==> src/rtl/instr_register_scheduler.sv <==
// instr_register_scheduler: round-robin write arbiter and circular-queue read sequencer for the instruction register; ports: clk, reset, req0/req1 valid/ready/opcode/operands, flush, load_en/write_pointer/write data, read_pointer, exec_valid/exec_ready, count, dz_error, dz_count
module instr_register_scheduler #(
  parameter int DEPTH = 32,
  parameter int PTR_W = $clog2(DEPTH)
) (
  input  logic               clk,
  input  logic               reset,
  input  logic               req0_valid,
  output logic               req0_ready,
  input  logic [3:0]         req0_opcode,
  input  logic signed [31:0] req0_operand_a,
  input  logic signed [31:0] req0_operand_b,
  input  logic               req1_valid,
  output logic               req1_ready,
  input  logic [3:0]         req1_opcode,
  input  logic signed [31:0] req1_operand_a,
  input  logic signed [31:0] req1_operand_b,
  input  logic               flush,
  output logic               load_en,
  output logic [PTR_W-1:0]   write_pointer,
  output logic [3:0]         opcode,
  output logic signed [31:0] operand_a,
  output logic signed [31:0] operand_b,
  output logic [PTR_W-1:0]   read_pointer,
  output logic               exec_valid,
  input  logic               exec_ready,
  output logic [PTR_W:0]     count,
  output logic               dz_error,
  output logic [7:0]         dz_count
);
  localparam logic [3:0] DIV = 4'd5;
  localparam logic [3:0] MOD = 4'd6;
  logic [PTR_W-1:0] r_wr_ptr, r_rd_ptr;
  logic [PTR_W:0]   r_count;
  logic             r_last, r_dz_error;
  logic [7:0]       r_dz_count;
  logic             w_g0, w_g1, w_ok, w_hs, w_dz, w_rd;
  // r_last = 1 means requester 1 won last, so requester 0 wins the next contest
  assign w_g1 = req1_valid & (~req0_valid | ~r_last);
  assign w_g0 = req0_valid & ~w_g1;
  assign w_ok = (r_count != (PTR_W+1)'(DEPTH)) & ~flush & ~reset;
  assign req0_ready = w_g0 & w_ok;
  assign req1_ready = w_g1 & w_ok;
  assign w_hs = req0_ready | req1_ready;
  assign opcode = w_g1 ? req1_opcode : req0_opcode;
  assign operand_a = w_g1 ? req1_operand_a : req0_operand_a;
  assign operand_b = w_g1 ? req1_operand_b : req0_operand_b;
  assign w_dz = (opcode == DIV || opcode == MOD) && operand_b == 0;
  assign load_en = w_hs & ~w_dz;
  assign exec_valid = (r_count != 0) & ~flush;
  assign w_rd = exec_valid & exec_ready;
  assign write_pointer = r_wr_ptr;
  assign read_pointer = r_rd_ptr;
  assign count = r_count;
  assign dz_error = r_dz_error;
  assign dz_count = r_dz_count;
  always_ff @(posedge clk or posedge reset)
    if (reset) begin
      r_wr_ptr <= '0;
      r_rd_ptr <= '0;
      r_count <= '0;
      r_last <= 1'b1;
      r_dz_error <= 1'b0;
      r_dz_count <= '0;
    end else begin
      // no handshake can happen during flush, so the dz pipeline drains naturally
      r_dz_error <= w_hs & w_dz;
      if (w_hs & w_dz & (r_dz_count != 8'hff)) r_dz_count <= r_dz_count + 8'd1;
      if (flush) begin
        r_wr_ptr <= '0;
        r_rd_ptr <= '0;
        r_count <= '0;
        r_last <= 1'b1;
      end else begin
        if (w_hs) r_last <= w_g1;
        r_wr_ptr <= r_wr_ptr + PTR_W'(load_en);
        r_rd_ptr <= r_rd_ptr + PTR_W'(w_rd);
        r_count <= r_count + (PTR_W+1)'(load_en) - (PTR_W+1)'(w_rd);
      end
    end
endmodule

==> config.mk <==
export PLATFORM = sky130hd
export DESIGN_NAME = instr_register_scheduler
export DESIGN_NICKNAME = d
export VERILOG_FILES = /design/src/rtl/instr_register_scheduler.sv
export SDC_FILE = /design/constraint.sdc
export NUM_CORES = 1
export LEC_CHECK = 0
export ABC_CLOCK_PERIOD_IN_PS = 8210
export CAP_MARGIN = 15
export CORE_AREA = 2 2 92 94
export DETAILED_ROUTE_END_ITERATION = 12
export DIE_AREA = 0 0 94 96
export PLACE_DENSITY = 0.92
export SLEW_MARGIN = 20
export SYNTH_ARGS = -nofsm -noshare
export SYNTH_HDL_FRONTEND = slang
export SYNTH_SLANG_ARGS = --single-unit
==> constraint.sdc <==
create_clock -name clk -period 8.21 [get_ports clk]
set_clock_uncertainty 0.05 [all_clocks]
set_input_delay 1.642 -clock clk [delete_from_list [all_inputs] [get_ports clk]]
set_output_delay 1.642 -clock clk [all_outputs]
set_load 0.005 [all_outputs]
==> flow_metrics.py <==
metrics = {
    "worst_setup_path": {
        "cp-startpoint": "req1_valid",
        "cp-start-kind": "input port",
        "required_ps": 6520,
        "path_cells": "clkdlybuf4s50_1 > a21boi_4 > nand3_1 > nor3_2 > nor3_1 > clkdlybuf4s50_1",
        "worstReg2RegStart": "r_last",
        "critPathMostFrequentCell": "clkdlybuf4s50_1",
        "arrival_ps": 4320,
        "crit_buf_inv": 2,
        "critPathMaxStageDelay_ps": 760,
        "slowest_stage": "a21boi_4",
        "cp-end-kind": "primary output",
        "critPathTopFamily": "buffers and inverters",
        "cp_max_fo": 28,
        "path_class": "in2out",
    },
    "cts": {
        "cts_max_level": 1,
        "postCtsSetupRepairBufs": 0,
        "cts.clk_slew.worst_paths_ps": 90,
        "clock_path_buffers": 2,
        "cts_tree": "yes",
        "cts_hold_buf": 0,
        "numCtsBuffers": 3,
        "cts-resized-gates": 0,
        "clockRootBuffer": "clkbuf_8",
        "insertion_delay_ps": 270,
        "cts.sinks": 26,
    },
    "place": {
        "hpwl_um": 10510,
        "dp_slack_ps": 2239,
        "place_congestion": 0.9176,
        "portBuffers": 238,
    },
    "floorplan": {
        "pin_count": 239,
        "initial_core_util_pct": 30.38,
        "coreArea_um2": 8051,
        "die_width_um": 94,
        "dieArea_um2": 9024,
        "num_rows": 33,
        "die_h_um": 96,
    },
    "grt": {
        "grt_antenna_before_repair": 0,
        "grtUsageMet2_pct": 37.74,
        "grt_max_degree": 30,
        "grt_first_pass_wirelength_um": 16730,
        "grt_busiest_layer": "met2",
        "gr-usage-met3_pct": 5.325,
        "grt_util_all_layers_pct": 25.02,
        "use_met1_pct": 37.00,
        "grt_pass1_vias": 2982,
        "overflow": 0,
    },
    "finish": {
        "syn_to_final_growth_pct": 105.0,
        "num-fill-cells": 668,
        "final_layout_size_suffix_gt1_share_pct": 18.57,
        "nNetsFinal": 632,
        "fin_util_pct": 62.28,
    },
    "sta": {
        "rsz0062_at_grt": "no",
        "drv_slew": 0,
        "max_freq_mhz": 166.3,
        "fin_crit_sh_pct": 73.25,
        "setup_viol": 0,
        "hold_violations": 0,
        "post-route-min-period_ps": 6014,
        "worst_slew_pin_slew_ps": 933.5,
        "fin_ws_ps": 2196,
        "slew_headroom_pct": 37.61,
        "fin_tns_setup_ps": 0,
    },
    "pwr": {
        "ir_drop_mv": 0.07871,
        "powerDensity_nw_per_um2": 119.3,
        "finalPower_uw": 598.0,
        "p_leak_uw": 0.001943,
    },
    "min_path": {
        "hp-start": "dz_count[3]",
        "hp-class": "reg2reg",
    },
    "outcome": {
        "outcome": "completed",
    },
    "yosys": {
        "syn_area_um2": 2446,
        "synth_seq_cells": 26,
        "async_flop_share_pct": 100.0,
        "yosysWarnings": 0,
        "synth_edf_count": 0,
        "synth_fp_nets": 397,
        "syn_area_per_cell_um2": 10.19,
        "synthDistinctLibCells": 40,
        "synth_cells": 240,
        "ys_seq_area_share_pct": 26.65,
        "yosys_most_used_dff": "dfrtp_1",
    },
    "routing": {
        "dr.pass1.iters": 4,
        "viasPerCell": 5.005,
        "drt.antenna.violating_nets": 0,
        "vias": 2923,
        "drt_first_iter_violations": 85,
        "wire_per_inst_um": 20.93,
        "drc": 0,
        "drt_wl_total_um": 12220,
    },
    "job": {
        "maxCapViolations": 0,
    },
}
state kept, by name, indices dropped and copies added (netlist names):
register and flops:
count 6, dz_count 8, dz_error 1, r_last 1, read_pointer 5, write_pointer 5
worst paths after layout:
path,slack [ps],end,depth (start not counted)
setup reg to reg,4700,count[5],10
hold / removal,480,dz_count[3],1
max in group asynchronous,5910,read_pointer[1],2
min in group asynchronous,1770,dz_error,2
hold reg to reg,480,dz_count[3],1
setup / recovery,2200,load_en,6
synthesized netlist by cell type, types with 2 or more instances:
| cell type | number | area share [%] |
|---|---|---|
| nand2_1 | 3 | 0.46 |
| o21ai_2 | 2 | 0.72 |
| buf_1 | 7 | 1.1 |
| nor4_2 | 3 | 1.5 |
| nand3_1 | 8 | 1.6 |
| mux2_2 | 69 | 32 |
| nand4_1 | 5 | 1.3 |
| o211ai_1 | 3 | 0.92 |
| a21oi_1 | 3 | 0.61 |
| inv_1 | 11 | 1.7 |
| and2_1 | 2 | 0.51 |
| nor2b_1 | 8 | 2.0 |
| dfrtp_1 | 25 | 26 |
| clkbuf_1 | 2 | 0.31 |
| nor2_1 | 21 | 3.2 |
| nor4_1 | 11 | 2.8 |
| ha_1 | 14 | 7.2 |
| xor2_1 | 7 | 2.5 |
| o21ai_0 | 2 | 0.41 |
| nor3_1 | 2 | 0.41 |
| xnor2_1 | 9 | 3.2 |
| and3_1 | 4 | 1.0 |
| mux2_4 | 2 | 1.2 |
layout by cell type (no fill, tap or decap), types with 2 or more instances in the layout:
cell	instances
o21ai_0	2
and2_1	2
inv_1	10
nor2_1	21
and3_1	4
o21ai_2	2
ha_1	14
nor4_1	11
a21oi_1	3
o211ai_1	3
nor4_2	3
nand3_1	8
nor2b_1	8
buf_4	2
clkdlybuf4s50_1	238
mux2_4	2
clkbuf_8	4
diode_2	5
nand2_1	3
xor2_1	7
mux2_2	69
xnor2_1	9
nor3_1	2
nand4_1	5
dfrtp_1	25
cell type report:
class | instances | area [um2] | area share, %
multi-input combinational | 193 | 1725 | 34.41
antenna | 5 | 12.51 | 0.2495
timing repair buffer | 240 | 2397 | 47.80
tap | 105 | 131.4 | 2.620
sequential | 26 | 651.9 | 13.00
inverter | 11 | 41.29 | 0.8234
clock buffer | 4 | 55.05 | 1.098
logic make-up (layout without fill, tap and decap cells):
group,Yosys count,count (layout),synth area share [%]
AND/OR/NAND/NOR,73,73,17.90
multiplexers,72,72,33.40
flip-flops,26,26,26.65
buffers and inverters,21,255,3.274
AO/OA/AOI/OAI,17,17,5.064
XOR/XNOR,16,16,5.729
adder cells (fa/ha/maj),15,15,7.980
other,0,5,0
per-layer routing:
layer | wire length, um | vias to the layer above | part of all wire, %
met5 | 0 | - | 0
met4 | 192 | 0 | 1.6
met3 | 1170 | 14 | 9.6
met2 | 5453 | 176 | 45
met1 | 5408 | 1377 | 44
li1 | - | 1356 | -
metrics by stage:
step	cells	area (um2)	hold WS, ps
global route	579	5002	491.1
floorplan	240	2446	450.7
global placement	575	4947	462.0
detailed placement	575	4947	453.5
CTS	579	5002	468.1
finish	584	5015	475.6
power breakdown:
| group | total, uW | switching [uW] | leakage, uW | internal (uW) |
|---|---|---|---|---|
| registers | 155 | 11.8 | 0.000348 | 143 |
| logic | 359 | 136 | 0.00157 | 223 |
| clock network | 84.6 | 41.6 | 0.0000288 | 42.9 |
No activity file was read; power rests on OpenSTA's default activity.
